File: src/rtl/perceptron_pkg.sv
// Shared types and defaults for the sequential perceptron neuron.
// Holds the FSM state enum, default geometry and the index-width helper.
// Build option PERCEPTRON_SAT_EN (saturating terms/accumulator) is consumed by perceptron_term and perceptron_seq.
package perceptron_pkg;

  localparam int N_IN_DEF  = 4;
  localparam int DW_DEF    = 8;
  localparam int SW_DEF    = 3;
  localparam int ACC_W_DEF = 16;

  typedef enum logic [1:0] {
    IDLE = 2'd0,
    ACC  = 2'd1,
    ACT  = 2'd2,
    DONE = 2'd3
  } state_t;

  // Index counter width; a single-input neuron still needs one bit.
  function automatic int idx_width(input int n);
    return (n <= 1) ? 1 : $clog2(n);
  endfunction

endpackage

File: src/rtl/perceptron_term.sv
// Shift-and-reduce of one input/weight pair into an ACC_W-bit term.
// Latency: purely combinational. Backpressure: none, no handshake.
// PERCEPTRON_SAT_EN: saturate to all-ones on overflow; otherwise wrap modulo 2^ACC_W.
module perceptron_term
  import perceptron_pkg::*;
#(
  parameter int DW    = DW_DEF,
  parameter int SW    = SW_DEF,
  parameter int ACC_W = ACC_W_DEF
) (
  input  logic [DW-1:0]    in_dat,
  input  logic [SW-1:0]    w_dat,
  output logic [ACC_W-1:0] term_dat
);

`ifdef PERCEPTRON_SAT_EN
  localparam int FULL_W = ACC_W + (1 << SW) - 1;

  logic [FULL_W-1:0] full_dat;

  // Full-width shift so no set bit is lost before the overflow test.
  assign full_dat = {{(FULL_W-DW){1'b0}}, in_dat} << w_dat;
  assign term_dat = (|full_dat[FULL_W-1:ACC_W]) ? {ACC_W{1'b1}} : full_dat[ACC_W-1:0];
`else
  // Bits shifted past ACC_W are dropped, which equals wrapping modulo 2^ACC_W.
  assign term_dat = {{(ACC_W-DW){1'b0}}, in_dat} << w_dat;
`endif

endmodule

File: src/rtl/perceptron_seq.sv
// Sequential perceptron: one shift-weighted term per clock, threshold activation, clamped output.
// Latency: out_valid N_IN+1 cycles after accept; one result per N_IN+3 cycles back-to-back.
// Backpressure: out/out_valid held while out_ready=0; in_ready only in IDLE. PERCEPTRON_SAT_EN selects saturating sums.
module perceptron_seq
  import perceptron_pkg::*;
#(
  parameter int N_IN  = N_IN_DEF,
  parameter int DW    = DW_DEF,
  parameter int SW    = SW_DEF,
  parameter int ACC_W = ACC_W_DEF
) (
  input  logic                 clk,
  input  logic                 rst_n,
  input  logic                 in_valid,
  output logic                 in_ready,
  input  logic [N_IN*DW-1:0]   in_vec,
  input  logic [N_IN*SW-1:0]   w_vec,
  input  logic [DW-1:0]        bias,
  input  logic [ACC_W-1:0]     threshold,
  output logic                 out_valid,
  input  logic                 out_ready,
  output logic [DW-1:0]        out,
  output logic                 busy
);

  localparam int IW = idx_width(N_IN);
  localparam logic [IW-1:0] IDX_LAST = IW'(N_IN - 1);

  state_t state, state_nxt;

  logic [N_IN*DW-1:0] in_q;
  logic [N_IN*SW-1:0] w_q;
  logic [ACC_W-1:0]   thr_q;
  logic [ACC_W-1:0]   acc;
  logic [ACC_W-1:0]   acc_nxt;
  logic [IW-1:0]      idx;
  logic [DW-1:0]      in_sel_dat;
  logic [SW-1:0]      w_sel_dat;
  logic [ACC_W-1:0]   term_dat;
  logic [DW-1:0]      act_dat;

  assign in_sel_dat = in_q[int'(idx)*DW +: DW];
  assign w_sel_dat  = w_q[int'(idx)*SW +: SW];

  perceptron_term #(
    .DW    (DW),
    .SW    (SW),
    .ACC_W (ACC_W)
  ) u_term (
    .in_dat   (in_sel_dat),
    .w_dat    (w_sel_dat),
    .term_dat (term_dat)
  );

`ifdef PERCEPTRON_SAT_EN
  logic [ACC_W:0] sum_dat;

  // One extra carry bit detects overflow; clamp instead of wrapping.
  assign sum_dat = {1'b0, acc} + {1'b0, term_dat};
  assign acc_nxt = sum_dat[ACC_W] ? {ACC_W{1'b1}} : sum_dat[ACC_W-1:0];
`else
  assign acc_nxt = acc + term_dat;
`endif

  // Threshold activation followed by clamp to the DW-bit output range.
  always_comb begin
    act_dat = '0;
    if (acc >= thr_q) begin
      act_dat = (|acc[ACC_W-1:DW]) ? {DW{1'b1}} : acc[DW-1:0];
    end
  end

  always_ff @(posedge clk or negedge rst_n) begin
    if (!rst_n) begin
      state <= IDLE;
    end else begin
      state <= state_nxt;
    end
  end

  always_comb begin
    state_nxt = state;
    in_ready  = 1'b0;
    busy      = 1'b0;
    case (state)
      IDLE: begin
        in_ready = 1'b1;
        if (in_valid) state_nxt = ACC;
      end
      ACC: begin
        busy = 1'b1;
        if (idx == IDX_LAST) state_nxt = ACT;
      end
      ACT: begin
        busy      = 1'b1;
        state_nxt = DONE;
      end
      DONE: begin
        if (out_ready) state_nxt = IDLE;
      end
      default: state_nxt = IDLE;
    endcase
  end

  always_ff @(posedge clk or negedge rst_n) begin
    if (!rst_n) begin
      in_q      <= '0;
      w_q       <= '0;
      thr_q     <= '0;
      acc       <= '0;
      idx       <= '0;
      out       <= '0;
      out_valid <= 1'b0;
    end else begin
      case (state)
        IDLE: begin
          if (in_valid) begin
            in_q  <= in_vec;
            w_q   <= w_vec;
            thr_q <= threshold;
            acc   <= {{(ACC_W-DW){1'b0}}, bias};
            idx   <= '0;
          end
        end
        ACC: begin
          acc <= acc_nxt;
          idx <= idx + IW'(1);
        end
        ACT: begin
          out       <= act_dat;
          out_valid <= 1'b1;
        end
        DONE: begin
          if (out_ready) out_valid <= 1'b0;
        end
        default: ;
      endcase
    end
  end

endmodule

File: config.mk
export PLATFORM = sky130hd
export DESIGN_NAME = perceptron_seq
export DESIGN_NICKNAME = d
export VERILOG_FILES = /design/src/rtl/perceptron_pkg.sv /design/src/rtl/perceptron_term.sv /design/src/rtl/perceptron_seq.sv
export SDC_FILE = /design/constraint.sdc
export NUM_CORES = 1
export LEC_CHECK = 0
export CAP_MARGIN = 20
export CORE_MARGIN = 3
export CORE_UTILIZATION = 39
export DETAILED_ROUTE_END_ITERATION = 6
export GPL_ROUTABILITY_DRIVEN = 0
export PLACE_DENSITY = 0.72
export SLEW_MARGIN = 20
export SYNTH_ARGS = -nofsm -noshare
export SYNTH_HDL_FRONTEND = slang
export SYNTH_SLANG_ARGS = --single-unit
File: constraint.sdc
create_clock -name clk -period 3.9 [get_ports clk]
set_clock_uncertainty 0.05 [all_clocks]
set_input_delay 0.39 -clock clk [delete_from_list [all_inputs] [get_ports clk]]
set_output_delay 0.39 -clock clk [all_outputs]
set_load 0.005 [all_outputs]
After elaboration in Yosys (flattened, before gate mapping):

Index checks and enable logic that the tools add are counted.

* output and inout bits: 11
* flip-flop bits (word level): 89

* equality and inequality tests: 7
* $lt $le $gt $ge: 1
* add/sub/neg operators: 2
* shift-type cells: 3
* multipliers: 1
* mux-type cells: 14
* reductions and logical operators: 9

Operators with widths (number)
* one-hot mux 16 bit (2 select lines): 1
* variable part select 32 x 6 -> 8 bit: 1
* adder 16 bit: 1
* greater-or-equal comparator 16 bit: 1
* 2-to-1 mux 16 bit: 1
* 2-to-1 mux 8 bit: 2
* left shift 8 x 3 -> 16 bit: 1
* variable part select 12 x 5 -> 3 bit: 1
* 2-to-1 mux 2 bit: 4
* one-hot mux 2 bit (4 select lines): 1
* OR reduction 8 bit: 1
* equality test 2 bit, second input constant: 3
* inequality test 2 bit, second input constant: 3
* AND reduction 2 bit: 3
* multiplier 2 x 2 -> 4 bit, second input constant: 1
* one-hot mux 2 bit (2 select lines): 1
* nonzero test 2 bit: 2
* 2-to-1 mux 1 bit: 3
* AND reduction 3 bit: 1
* adder 2 x 1 -> 2 bit, second input constant: 1
* equality test 2 x 1 -> 1 bit, second input constant: 1
* zero test 2 bit: 1
* one-hot mux 1 bit (2 select lines): 1
* OR reduction 2 bit: 1

Longest topological paths before layout:

Gate-level depths: netlist of run 1.

* depth after elaboration: 5
* gate-level depth with buffers: 14

By module:

A second synthesis of run 1 with hierarchy kept.

* cells, all modules: 447
* area, all modules: 5196.2 um2

Modules (own cells, without submodules)
* perceptron_seq: times used 1, cells each 403, area each 4842.1 um2, sequential area each 2227.1 um2
* perceptron_term: times used 1, cells each 44, area each 354.1 um2, sequential area each 0.0 um2

Worst setup path after synthesis of run 1:

Ideal clock, no wire load.

* path type: register to register
* from: reg idx[0]
* to: reg acc[13]
* period minus slack after synthesis: 3292 ps
* slack: 608 ps
* setup time: 122 ps
* arrival time: 3120 ps
* path buffers: 2
* data required time: 3728 ps
* cell stages (with the launch flop): 15
* cell sequence: dfrtp_1 mux4_2 buf_6 mux2i_1 mux2i_1 nand2_1 o21ai_0 ha_1 buf_6 a21oi_1 o21ai_0 o211ai_1 a31oi_1 or3_1 a32o_1

* cells in the longest elaborated chain, start to end: 5
* elaborated cells on any way between the ends: 6
* those cells by class: add/sub (1); mul (1); shift (3); mux (1)

RTL lines
* start, declared: line perceptron_seq.sv:36 `logic [IW-1:0] idx;`
* start signal, assigned: line perceptron_seq.sv:127 `idx <= idx + IW'(1);`
* multiplier 2 x 2 -> 4 bit: line perceptron_seq.sv:43 `assign w_sel_dat = w_q[int'(idx)*SW +: SW];`
* variable part select 12 x 5 -> 3 bit: line perceptron_seq.sv:43
* left shift 8 x 3 -> 16 bit (*): line perceptron_term.sv:26 `assign term_dat = {{(ACC_W-DW){1'b0}}, in_dat} << w_dat;`
* adder 16 bit (*): line perceptron_seq.sv:62 `assign acc_nxt = acc + term_dat;`
* one-hot mux 16 bit (2 select lines) (*): line perceptron_seq.sv:115 `case (state)`
* end signal, assigned: line perceptron_seq.sv:121 `acc <= {{(ACC_W-DW){1'b0}}, bias};`
* end signal, assigned: line perceptron_seq.sv:126 `acc <= acc_nxt;`
* end, declared: line perceptron_seq.sv:34 `logic [ACC_W-1:0] acc;`

Every way passes the cells marked *; elsewhere a longest branch is shown, timed or not.
A chain may end at the register's enable or synchronous reset.

Worst setup path in the final report of run 1:

* from: reg idx[0]
* to: reg acc[11]

Same word-level chain as after synthesis.

==> results of run 1 <==
[report_power, final]
| part | total [mW] | switching [mW] | internal, mW | leakage (nW) |
|---|---|---|---|---|
| Combinational | 3.96 | 2.05 | 1.91 | 1.62 |
| Clock | 0.831 | 0.339 | 0.492 | 0.133 |
| Sequential | 1.73 | 0.349 | 1.38 | 1.07 |
[kinds of logic (layout without fill, tap and decap cells)]
logic type	after synthesis	count (layout)	share of synthesized area
AND/OR/NAND/NOR	74	74	0.0649
adder cells (fa/ha/maj)	37	37	0.0921
AO/OA/AOI/OAI	102	102	0.135
flip-flops	89	89	0.436
multiplexers	88	89	0.216
XOR/XNOR	11	11	0.0189
buffers and inverters	43	130	0.0372
[placed cells by master (no fill, tap or decap), types with 3 or more instances in the layout]
cell             Yosys  routed
a21oi_1             27      27
dfrtp_1             89      88
a21o_1               8       8
clkbuf_1            11       3
mux2_2              61      61
or3_1                3       3
ha_1                36      35
o211ai_1             4       4
xor2_1               4       4
buf_4                1       7
o21ai_0             25      25
o21a_1               3       3
o21ai_1              6       6
nand3_1              4       4
nor2_1              18      18
mux2i_1             15      14
mux4_2              10      10
clkdlybuf4s50_1      0      81
clkbuf_16            0       9
inv_1               25      25
nand2_1             33      32
xnor2_1              7       7
o221a_2              8       8
nor3_1               3       3
[registers in the layout, indices dropped and copies added, names as in the netlist]
name and cells:
out 8, out_valid 1, in_q 32, state 2
idx 2, thr_q 16, acc 16, w_q 12
[worst min path at each step]
stage,endpoint,slack [ns],depth (start not counted)
after floorplan,acc[0]$_DFFE_PN0P_,0.04,0
after global placement,in_q[7]$_DFFE_PN0P_,0.43,1
after detailed placement,in_q[7]$_DFFE_PN0P_,0.44,1
after CTS,in_q[27]$_DFFE_PN0P_,0.18,1
after global routing,in_q[25]$_DFFE_PN0P_,0.22,1
final,in_q[25]$_DFFE_PN0P_,0.13,1
[cell type report]
type	count	area, µm²	share of cell area
multi-input cells	313	2720	0.424
flip-flops and latches	89	2230	0.347
repair buffers	89	875	0.136
clock buffers	12	236	0.0368
well taps	172	215	0.0335
inverters	26	97.6	0.0152
clock inverters	3	42.5	0.00663
[through the flow]
stage	power [mW]	cell area, µm²
after floorplan	4.64	5110
final	6.51	6420
after CTS	6.43	6370
after global placement	5.40	6090
after detailed placement	5.58	6090
after global routing	7.04	6420
[what timing repair did]
item	in CTS	in global routing
buffers inserted	0	1
endpoints found under the setup margin	0	3
resized for setup	0	4
[synthesized netlist by cell type, types with 2 or more instances]
cell type  number
mux2_2         61
dfrtp_1        89
mux4_2         10
or3_1           3
a31oi_1         2
xnor2_1         7
nor2b_1         2
o211ai_1        4
inv_1          25
clkbuf_1       11
a31o_2          2
nor3_1          3
ha_1           36
nand2_1        33
mux2i_1        15
a21oi_1        27
nor4_1          2
and3_1          2
o221a_2         8
buf_6           3
o22ai_2         2
a32o_1          2
o21ai_1         6
and2_1          2
nand3_1         4
o21a_1          3
buf_2           2
o21ai_0        25
xor2_1          4
a21o_1          8
nand4_1         2
nor2_1         18
[worst max-delay path: cells and delay by family, from the launching register on]
family | cells | cell delay, ns
AO/OA/AOI/OAI | 7 | 1.41
adder cells (fa/ha/maj) | 1 | 0.41
buffers and inverters | 2 | 0.35
flip-flops | 1 | 0.35
multiplexers | 3 | 0.87
AND/OR/NAND/NOR | 1 | 0.08
[metal layers]
layer	vias to the layer above	GRT usage	wire, µm
met4	0	0.0432	160
met5	-	0	0
li1	1808	-	-
met1	1812	0.225	5410
met2	119	0.287	5870
met3	17	0.0421	675
==> flow_summary.json, run 1 <==
{
  "status": "finished, final reports clean",
  "cpMostUsedCell": "o21ai_0",
  "grt_pass1_vias": 3994,
  "worstSetupEndpointType": "flip-flop",
  "syn_to_final_growth_pct": 25.7,
  "die_h_um": 120,
  "crit_path_start_kind": "flip-flop",
  "clock_path_buffers": 2,
  "ios": 83,
  "tightest_slew_ns": 0.935,
  "fmax_mhz": 276,
  "hold_path.class": "primary input to asynchronous set/reset pin",
  "synth_area_um2": 5110,
  "syn_inst": 444,
  "drt_wl_total_um": 12100,
  "antenna_left": 0,
  "max_slew_margin": 0.377,
  "cts-hold-fix-buffers": 0,
  "overflow": 0,
  "yosysTopAreaCell": "dfrtp_1",
  "cts.sinks": 89,
  "ys_async_sr_fraction": 1.00,
  "clkTransAtPathRegs_ns": 0.06,
  "fin_util": 0.505,
  "cts_root_buf": "clkbuf_16",
  "cp-startpoint": "idx[0]$_DFFE_PN0P_",
  "finalSetupTns_ns": 0,
  "antenna_cells": 0,
  "dp.cells": 687,
  "vias_per_cell": 5.34,
  "finalCritPeriodShare": 0.931,
  "final_cells": 704,
  "critPathArrivalTime_ns": 3.81,
  "yosys-top-cells-area": "dfrtp_1 44%, mux2_2 13%, ha_1 8.8%",
  "gr-usage-all-layers": 0.172,
  "power-per-cell-area_nw_per_um2": 1010,
  "crit_required_ns": 4.08,
  "synth_cell_types": 53,
  "grt_pass1_wl_um": 19900,
  "route.vias.total": 3756,
  "vdd_ir_drop_max_mv": 0.389,
  "cts_tree": "built",
  "cp_max_fo": 12,
  "timing.final.ws_setup_ns": 0.271,
  "row_count": 41,
  "finalHoldViolations": 0,
  "place_ws_ns": 0.260,
  "setup_violations": 0,
  "crit_type": "flip-flop to flip-flop",
  "dr.pass1.iters": 5,
  "synth.avg_cell_area_um2": 11.5,
  "port_buffers": 82,
  "dp_hpwl_um": 9180,
  "drv_slew": 0,
  "layout.nets": 637,
  "crit_chain": "buf_6 > buf_4 > mux4_2 > mux2i_2 > mux2i_1 > nand2_1 > o21ai_0 > ha_2 > a21oi_1 > o21ai_0 > o211ai_1 > a21boi_0 > o21ai_0 > a32o_1",
  "rsz0062_at_grt": "no",
  "r2r_start": "idx[0]$_DFFE_PN0P_",
  "drive_above_1_share": 0.209,
  "crit_end": "acc[11]$_DFFE_PN0P_",
  "maxCapViolCount": 0,
  "cpPeakStageDelay_ns": 0.56,
  "reg2reg_depth": 14,
  "syn_nets": 553,
  "wl_per_cell_um": 17.2,
  "die_area_um2": 14500,
  "synth-edff-count": 0,
  "grt_max_degree": 76,
  "synthFlopType": "dfrtp_1",
  "n_fill_cell": 1152,
  "coreArea_um2": 12700,
  "r2r_setup_slack_ns": 0.27,
  "drc": 0,
  "antenna_found_initial": 0,
  "min_period_ns": 3.63,
  "drt_iter0_drc": 234,
  "holdWs_ns": 0.131,
  "slowest_stage": "mux4_2",
  "start_util": 0.401,
  "r2r_end": "acc[11]$_DFFE_PN0P_",
  "htreeDepth": 3,
  "synth_warnings": 0,
  "cts_buffers": 9,
  "ys_ff_latch": 89,
  "synth_top_cell_area_share": 0.436,
  "dieWidth_um": 120,
  "clock_latency_ns": 0.34,
  "p_leak_nw": 2.83,
  "ys_seq_area_frac": 0.436
}
(Power assumes the default switching activity.)
==> run 2: changes to the inputs <==
- clock period: 3.9 -> 3.8 ns (I/O delays scaled with it)
==> run 2 against run 1 <==
Net effect: combinational power barely moved; sequential cell count unchanged; sequential share of layout area hardly changed; power rose by 2.1%; register-to-register slack about the same; design area about the same; critical path type unchanged; critical endpoint is now acc[12]$_DFFE_PN0P_; largest cell class unchanged; largest power group unchanged; highest routed layer unchanged.
==> flow_summary.json, run 2 (synthesized netlist as in run 1, its figures left out) <==
{
  "critPathArrivalTime_ns": 3.71,
  "rsz0062_at_grt": "no",
  "overflow": 0,
  "hold_path.class": "primary input to asynchronous set/reset pin",
  "final_cells": 703,
  "drv_slew": 0,
  "p_seq_frac": 0.261,
  "dp.cells": 687,
  "cts_root_buf": "clkbuf_16",
  "timing.final.ws_setup_ns": 0.266,
  "vdd_ir_drop_max_mv": 0.453,
  "min_period_ns": 3.53,
  "port_buffers": 82,
  "fmax_mhz": 283,
  "vias_per_cell": 5.35,
  "critPathBufInv": 1,
  "cp_top_family": "compound AO/OA/AOI/OAI gates",
  "grt_max_degree": 65,
  "switchingPower_mw": 2.79,
  "largest-register": "in_q",
  "reg2reg_depth": 13,
  "crit_path_start_kind": "flip-flop",
  "cts_buffers": 9,
  "layout.nets": 635,
  "finalSetupTns_ns": 0,
  "row_count": 41,
  "drive_above_1_share": 0.213,
  "clkTransAtPathRegs_ns": 0.07,
  "grt_pass1_wl_um": 19600,
  "clock_path_buffers": 2,
  "antenna_left": 0,
  "largest_register_ffs": 32,
  "cts.sinks": 89,
  "syn_to_final_growth_pct": 25.6,
  "cpPeakStageDelay_ns": 0.54,
  "ios": 83,
  "slowest_stage": "mux4_2",
  "place_ws_ns": 0.0764,
  "cp_max_fo": 10,
  "final_cell_mix": "88 x dfrtp_1, 81 x clkdlybuf4s50_1, 61 x mux2_2",
  "layout_commonest_cell": "dfrtp_1",
  "clock_latency_ns": 0.35,
  "cts_tree": "built",
  "worstSetupEndpointType": "flip-flop",
  "die_h_um": 120,
  "power-per-cell-area_nw_per_um2": 1040,
  "dp_hpwl_um": 8920,
  "crit_required_ns": 3.98,
  "coreArea_um2": 12700,
  "top_regs": "in_q x32, acc x16, thr_q x16",
  "finalHoldViolations": 0,
  "dr.pass1.iters": 4,
  "start_util": 0.401,
  "combPwrFrac": 0.600,
  "p_leak_nw": 2.84,
  "post_cts_buffers": 0,
  "grt_pass1_vias": 4034,
  "clockPowerShare": 0.139,
  "internal-power_mw": 3.86,
  "crit_type": "flip-flop to flip-flop",
  "r2r_end": "acc[12]$_DFFE_PN0P_",
  "htreeDepth": 3,
  "drt_iter0_drc": 159,
  "crit_chain": "buf_6 > mux4_2 > mux2i_1 > nor2_1 > a31oi_2 > nor2_1 > ha_1 > a21o_1 > a311oi_1 > o21ai_1 > a221oi_2 > xor2_1 > o21ai_1",
  "gr-usage-all-layers": 0.170,
  "status": "finished, final reports clean",
  "maxCapViolCount": 0,
  "finalCritPeriodShare": 0.930,
  "r2r_start": "idx[0]$_DFFE_PN0P_",
  "dieWidth_um": 120,
  "drt_wl_total_um": 11600,
  "swShare": 0.420,
  "antenna_cells": 0,
  "drc": 0,
  "tightest_slew_ns": 0.818,
  "setup_violations": 0,
  "die_area_um2": 14500,
  "route.vias.total": 3760,
  "antenna_found_initial": 0,
  "r2r_setup_slack_ns": 0.27,
  "max_slew_margin": 0.455,
  "wl_per_cell_um": 16.5
}
==> run 2: changes by cell type in the layout (fill, tap and decap cells not counted), sizes merged <==
cell	before	now
mux4	12	11
clkbuf	12	9
buf	8	7
clkinvlp	1	0
clkinv	2	3
inv	25	29
==> run 2: power groups by stage <==
stage	combinational, mW	sequential, mW	clock, mW
2_1_floorplan	3.14	1.62	0
3_3_place_gp	3.80	1.73	0
3_5_place_dp	3.94	1.76	0
4_1_cts	3.98	1.74	0.934
5_1_grt	4.47	1.80	0.982
6_report	3.99	1.74	0.922
==> run 2: per-layer routing <==
layer | global-route usage | share of wire | wire length (µm)
met2 | 0.285 | 0.48 | 5590
met1 | 0.220 | 0.45 | 5240
met3 | 0.0486 | 0.056 | 653
met4 | 0.0340 | 0.0089 | 103
met5 | 0 | 0 | 0
==> run 2: area by class of cell <==
type	count	area, µm²
timing repair buffer	88	867
fill	1195	6310
sequential	89	2230
clock buffer	9	225
multi-input combinational	312	2690
tap	172	215
clock inverter	7	85.1
inverter	26	97.6
==> run 2: per-stage QoR <==
step	area (µm²)	util	total power, mW	hold slack [ns]
2_1_floorplan	5110	-	4.76	0.0344
5_1_grt	6410	0.504	7.25	0.129
4_1_cts	6400	0.503	6.65	0.101
3_5_place_dp	6090	0.479	5.70	0.440
6_report	6410	0.504	6.65	0.0586
3_3_place_gp	6090	0.479	5.53	0.433
==> run 2: repair_timing <==
item	in CTS	in global routing
endpoints found under the setup margin	0	5
resized for setup	0	5
hold buffers	0	0
hold endpoints to repair	0	0
==> run 2: worst max path at each step <==
stage	start	slack [ns]	cells past startpoint	to
final	idx[0]$_DFFE_PN0P_	0.27	13	acc[12]$_DFFE_PN0P_
after global routing	idx[0]$_DFFE_PN0P_	0.008	13	acc[12]$_DFFE_PN0P_
after CTS	idx[0]$_DFFE_PN0P_	0.05	13	acc[13]$_DFFE_PN0P_
after detailed placement	idx[0]$_DFFE_PN0P_	0.08	13	acc[13]$_DFFE_PN0P_
after global placement	idx[0]$_DFFE_PN0P_	0.21	13	acc[12]$_DFFE_PN0P_
after floorplan	idx[0]$_DFFE_PN0P_	0.51	14	acc[13]$_DFFE_PN0P_
